`config.mk`:
```
export PLATFORM = sky130hd
export DESIGN_NAME = mdu_unit_flat
export DESIGN_NICKNAME = d
export VERILOG_FILES = /design/src/rtl/mdu_unit_if.sv /design/src/rtl/mdu_unit.sv /design/src/flat_wrapper.sv
export SDC_FILE = /design/constraint.sdc
export NUM_CORES = 1
export LEC_CHECK = 0
export ABC_AREA = 1
export BUFFER_PORTS_ARGS = -buffer_cell sky130_fd_sc_hd__buf_4
export CELL_PAD_IN_SITES_DETAIL_PLACEMENT = 1
export CELL_PAD_IN_SITES_GLOBAL_PLACEMENT = 2
export CORE_MARGIN = 2
export CORE_UTILIZATION = 30
export DETAILED_ROUTE_END_ITERATION = 16
export GPL_TIMING_DRIVEN = 1
export PLACE_DENSITY = 0.72
export SLEW_MARGIN = 15
export SYNTH_ARGS = -nofsm -noshare
export SYNTH_HDL_FRONTEND = slang
export SYNTH_SLANG_ARGS = --single-unit
```
`constraint.sdc`:
```
create_clock -name clk -period 7.33 [get_ports clk]
set_input_delay 1.466 -clock clk [delete_from_list [all_inputs] [get_ports clk]]
set_output_delay 1.466 -clock clk [all_outputs]
set_load 0.05 [all_outputs]
```
`src/rtl/mdu_unit_if.sv`:
```
// CPU <-> multiply/divide unit bundle: command and operands in, HI/LO and status out.
interface mdu_unit_if #(
    parameter int DW = 32
);
    logic [2:0]    mdu;
    logic [DW-1:0] rdata1;
    logic [DW-1:0] rdata2;
    logic [DW-1:0] hi;
    logic [DW-1:0] lo;
    logic          busy;
    logic          done;

    modport master (output mdu, rdata1, rdata2, input hi, lo, busy, done);
    modport slave  (input mdu, rdata1, rdata2, output hi, lo, busy, done);
endinterface

```
`src/rtl/mdu_unit.sv`:
```
// Iterative multiply/divide unit owning HI/LO: radix-2 shift-add multiply, restoring divide,
// single-cycle MTHI/MTLO. Signed ops run on magnitudes and are sign-corrected in a final FIX cycle.
module mdu_unit #(
    parameter int DW    = 32,
    parameter int CNT_W = 6
) (
    input  logic    clk,
    input  logic    rst_n,
    mdu_unit_if.slave bus
);
    localparam logic [1:0] S_IDLE = 2'd0;
    localparam logic [1:0] S_MUL  = 2'd1;
    localparam logic [1:0] S_DIV  = 2'd2;
    localparam logic [1:0] S_FIX  = 2'd3;

    localparam logic [2:0] C_MULT  = 3'd1;
    localparam logic [2:0] C_MULTU = 3'd2;
    localparam logic [2:0] C_DIV   = 3'd3;
    localparam logic [2:0] C_DIVU  = 3'd4;
    localparam logic [2:0] C_MTHI  = 3'd5;
    localparam logic [2:0] C_MTLO  = 3'd6;

    logic [1:0]       state;
    logic [CNT_W-1:0] cnt;
    logic             done_r;
    logic [DW-1:0]    hi_r, lo_r;

    // acc holds {partial product, multiplier} for MUL, {remainder, dividend/quotient} for DIV
    logic [2*DW:0]    acc;
    logic [DW-1:0]    opnd;
    logic             is_div, neg_q, neg_r, dz;

    logic             sgn_op, a_neg, b_neg;
    logic [DW-1:0]    mag_a, mag_b;
    logic [DW:0]      mul_sum, div_sh, div_diff;
    logic             div_ge;
    logic [2*DW-1:0]  prod;
    logic [DW-1:0]    fix_hi, fix_lo;

    function automatic logic [DW-1:0] mag_of(input logic [DW-1:0] x, input logic neg);
        return neg ? (~x + DW'(1)) : x;
    endfunction

    function automatic logic [2*DW-1:0] neg_wide(input logic [2*DW-1:0] x, input logic neg);
        return neg ? (~x + (2*DW)'(1)) : x;
    endfunction

    always_comb begin
        sgn_op   = (bus.mdu == C_MULT) || (bus.mdu == C_DIV);
        a_neg    = sgn_op & bus.rdata1[DW-1];
        b_neg    = sgn_op & bus.rdata2[DW-1];
        mag_a    = mag_of(bus.rdata1, a_neg);
        mag_b    = mag_of(bus.rdata2, b_neg);

        mul_sum  = acc[2*DW:DW] + {1'b0, (acc[0] ? opnd : {DW{1'b0}})};
        div_sh   = {acc[2*DW-1:DW], acc[DW-1]};
        div_diff = div_sh - {1'b0, opnd};
        div_ge   = div_sh >= {1'b0, opnd};

        prod     = neg_wide(acc[2*DW-1:0], neg_q);
        if (is_div) begin
            fix_lo = dz ? {DW{1'b1}} : mag_of(acc[DW-1:0], neg_q);
            fix_hi = mag_of(acc[2*DW-1:DW], neg_r);
        end else begin
            fix_hi = prod[2*DW-1:DW];
            fix_lo = prod[DW-1:0];
        end
    end

    always_ff @(posedge clk or negedge rst_n) begin
        if (!rst_n) begin
            state  <= S_IDLE;
            cnt    <= '0;
            done_r <= 1'b0;
            hi_r   <= '0;
            lo_r   <= '0;
        end else begin
            done_r <= 1'b0;
            case (state)
                S_IDLE: begin
                    case (bus.mdu)
                        C_MULT, C_MULTU: begin state <= S_MUL; cnt <= '0; end
                        C_DIV, C_DIVU:   begin state <= S_DIV; cnt <= '0; end
                        C_MTHI:          hi_r <= bus.rdata1;
                        C_MTLO:          lo_r <= bus.rdata1;
                        default:         ;
                    endcase
                end
                S_MUL, S_DIV: begin
                    cnt <= cnt + CNT_W'(1);
                    if (cnt == CNT_W'(DW - 1)) state <= S_FIX;
                end
                default: begin
                    hi_r   <= fix_hi;
                    lo_r   <= fix_lo;
                    done_r <= 1'b1;
                    state  <= S_IDLE;
                end
            endcase
        end
    end

    // Datapath: operands latched on acceptance, one shift-add or restoring step per iteration
    always_ff @(posedge clk) begin
        if (state == S_IDLE) begin
            if (bus.mdu == C_MULT || bus.mdu == C_MULTU) begin
                acc    <= {{(DW+1){1'b0}}, mag_b};
                opnd   <= mag_a;
                neg_q  <= a_neg ^ b_neg;
                is_div <= 1'b0;
            end else if (bus.mdu == C_DIV || bus.mdu == C_DIVU) begin
                acc    <= {{(DW+1){1'b0}}, mag_a};
                opnd   <= mag_b;
                neg_q  <= a_neg ^ b_neg;
                neg_r  <= a_neg;
                dz     <= (bus.rdata2 == '0);
                is_div <= 1'b1;
            end
        end else if (state == S_MUL) begin
            acc <= {1'b0, mul_sum, acc[DW-1:1]};
        end else if (state == S_DIV) begin
            acc <= {(div_ge ? div_diff : div_sh), acc[DW-2:0], div_ge};
        end
    end

    assign bus.hi   = hi_r;
    assign bus.lo   = lo_r;
    assign bus.busy = (state != S_IDLE);
    assign bus.done = done_r;
endmodule

```
`src/flat_wrapper.sv`:
```
// flat-port wrapper written by rule: the top's interface ports become plain ports
module mdu_unit_flat 
#(
    parameter int DW    = 32,
    parameter int CNT_W = 6
)
  (clk, rst_n, bus_mdu, bus_rdata1, bus_rdata2, bus_hi, bus_lo, bus_busy, bus_done);
  mdu_unit_if #(.DW(DW)) bus_i ();
  input  logic clk;
  input  logic rst_n;
  input wire logic [$bits(bus_i.mdu)-1:0] bus_mdu;
  input wire logic [$bits(bus_i.rdata1)-1:0] bus_rdata1;
  input wire logic [$bits(bus_i.rdata2)-1:0] bus_rdata2;
  output wire logic [$bits(bus_i.hi)-1:0] bus_hi;
  output wire logic [$bits(bus_i.lo)-1:0] bus_lo;
  output wire logic [$bits(bus_i.busy)-1:0] bus_busy;
  output wire logic [$bits(bus_i.done)-1:0] bus_done;
  assign bus_i.mdu = bus_mdu;
  assign bus_i.rdata1 = bus_rdata1;
  assign bus_i.rdata2 = bus_rdata2;
  assign bus_hi = bus_i.hi;
  assign bus_lo = bus_i.lo;
  assign bus_busy = bus_i.busy;
  assign bus_done = bus_i.done;
  mdu_unit #(.DW(DW), .CNT_W(CNT_W)) u_core (.clk(clk), .rst_n(rst_n), .bus(bus_i));
endmodule
```
==> flow_metrics.tcl <==
set metrics [dict create \
    synth-xor-area-share_pct 3.017 \
    yosys.area.top_type "nand2_1" \
    power.total_mw 10.89 \
    slew_headroom_pct 24.01 \
    setup_viol 0 \
    met3_usage_pct 5.549 \
    groute.layer.met1.usage_pct 36.30 \
    layout_common_cells "nand2_1 (816), inv_1 (389), nor2_1 (350)" \
    fp.coreArea_um2 59130 \
    routed_via_density 5.402 \
    final_util_pct 34.27 \
    maxSlewViolCount 0 \
    maxCapViolCount 0 \
    synth_top_family_by_area "simple AND/OR/NAND/NOR gates" \
    yosysWarnings 0 \
    critPathRequiredTime_ns 7.45 \
    ir_worst_vdd_mv 0.4441 \
    syn_inst 2927 \
    busiest_layer "met2" \
    syn_area_per_cell_um2 6.148 \
    synthMuxAreaShare_pct 0 \
    syn-num-nets 3070 \
    cts_buffer_depth 2 \
    p_leak_nw 9.937 \
    final_common_cell "nand2_1" \
    tns_ns 0 \
    synth_simple_gate_area_share_pct 38.71 \
    areaGrowthSynthToFinish_pct 12.61 \
    dp_hpwl_um 75700 \
    die_h_um 248.9 \
    cts_hold_buf 0 \
    holdWs_ns 0.4930 \
    insertion_delay_ns 0.50 \
    grt_start_max_net_pins 77 \
    yosys.area.top_type_share_pct 17.02 \
    cellPowerDensity_nw_per_um2 537.5 \
    yosys.area_share.adder_pct 5.228 \
    worstMarginPinSlew_ns 1.137 \
    antenna_cells 0 \
    synth_seq_cells 174 \
    dr_total_vias 20474 \
    grt_pass1_vias 20965 \
    antenna_found_initial 1 \
    ctsResizeCount 0 \
    cp_max_fo 76 \
    syn_area_um2 18000 \
    routed_wl_um 91720 \
    crit_path_end_kind "register" \
    grt_util_met2_pct 50.32 \
    async_flop_share_pct 41.95 \
    final_nets 3147 \
    grt_use_total_pct 29.23 \
    ys.flop_type "edfxtp_1" \
    status "complete, no violations" \
    cts_tree "yes" \
    crit_type "input pin to register" \
    grt_pass1_wl_um 134600 \
    fin_crit_ns 3.713 \
    root_buffer "clkbuf_16" \
    yosysUniqueCellTypes 51 \
    critPathArrivalTime_ns 3.83 \
    synth.area.top_cells "nand2_1 (17%), edfxtp_1 (17%), dfrtp_1 (10%), nand3_1 (8.2%), inv_1 (8.1%)" \
    antenna_left 0 \
    fin_skew_ns 0.02054 \
    placementRows 89 \
    max_freq_mhz 269.3 \
    drt-pass1-iter-count 5 \
    drt-initial-drc-count 1554 \
    start_kind "input pin" \
    ys_seq_area_share_pct 27.00 \
    hp-class "register to register" \
    start_util_pct 30.43 \
    die_w_um 248.9 \
    drive_above_1_share_pct 8.187 \
    overflow 0 \
    rsz0062_at_grt "no" \
    cts_buffers 17 \
    gp_congestion 0.9539 \
    post-cts-setup-buffers 0 \
    port_buffers 134 \
    synth_compound_area_share_pct 15.23 \
    cts.clk_slew.worst_paths_ns 0.08 \
    wl_per_cell_um 24.20 \
    hold_viol 0 \
    htreeDepth 4 \
    finalCritPeriodShare_pct 50.66 \
    die-area_um2 61960 \
    drc 0 \
    ios 135 \
    cts_sinks 174 \
    synth_edf_count 101 \
]
-- final timing paths --
check / startpoint / endpoint / slack [ns] / depth (start not counted)
max: bus_mdu[0] / u_core.opnd[24] / 3.62 / 8
min: u_core.bus.lo[31] / u_core.bus.lo[31] / 0.49 / 2
max reg2reg: u_core.opnd[28] / u_core.acc[61] / 3.71 / 14
min reg2reg: u_core.bus.lo[31] / u_core.bus.lo[31] / 0.49 / 2
max in group asynchronous: rst_n / u_core.cnt[1] / 5.40 / 2
min in group asynchronous: rst_n / u_core.bus.hi[14] / 0.80 / 1
-- state kept, by name, indices dropped and copies added, names as in the netlist --
signal / count
u_core.opnd: 32
u_core.state: 2
u_core.acc: 65
u_core.cnt: 6
u_core.bus.done: 1
u_core.is_div: 1
u_core.neg_r: 1
u_core.dz: 1
u_core.bus.hi: 32
u_core.neg_q: 1
u_core.bus.lo: 32
-- worst max-delay path, stage by stage --
cell,delay (ns)
buf_4,0.11
inv_1,0.06
nor2_1,0.15
nor2_2,0.09
nor2_8,0.52
inv_2,0.07
buf_4,0.37
a21oi_4,0.97
-- where the power goes --
group,internal [mW],switching (mW)
registers,1.72,0.713
logic,2.06,5.47
clock network,0.451,0.484
-- cell type report --
cell class              instances  area, um^2
clock buffers                  17       425.4
clock inverters                15       148.9
flip-flops and latches        174        4860
multi-input cells            2256       11220
well taps                     773       967.2
fillers                      7706       38860
repair buffers                150        1126
inverters                     405        1521
-- synthesized netlist by cell type (2+ instances only) --
master      n
o21ai_2     2
o21a_1      4
nor2_8      2
clkinv_1    3
nand3_2     6
inv_2      11
a21o_1      9
or2_2       4
o31ai_1     6
nor2_4      6
and2_1      4
fa_1        2
nand3_1   296
o21ai_1    12
nor2_1    351
edfxtp_1  101
ha_1       72
o211ai_1   18
o21bai_1   10
nand3b_1   15
nor2_2     12
nor3_1     36
xnor2_1     9
xor2_1     53
dfrtp_1    73
nor4_1      2
nor3_2      2
o221ai_1    8
buf_2      26
nand2_1   816
buf_1      11
inv_1     390
a31oi_1    19
nand2_2     9
buf_6       4
nand4_1    60
a21oi_1   205
clkbuf_1   50
o21ai_0   174
a22oi_1    23
-- through the flow --
step | setup WS (ns) | instance area, um^2 | cells
final | 3.617 | 20270 | 3790
after detailed placement | 3.077 | 19690 | 3758
after global placement | 3.098 | 19690 | 3758
after floorplan | 2.963 | 18000 | 2927
after global routing | 3.383 | 20270 | 3790
after CTS | 3.624 | 20270 | 3790
-- per-layer routing --
layer / vias to the layer above / part of all wire (%)
li1: 9744 / -
met2: 616 / 48
met5: - / 0.020
met1: 9989 / 43
met4: 2 / 3.5
met3: 123 / 5.6
-- cell families after synthesis --
logic type	after synthesis
buffers and inverters	497
adders and majority gates	74
DFF	174
and+or+nand+nor	1625
xor gates and xnor gates	62
AOI/OAI and AO/OA	495
(Power assumes the default switching activity.)
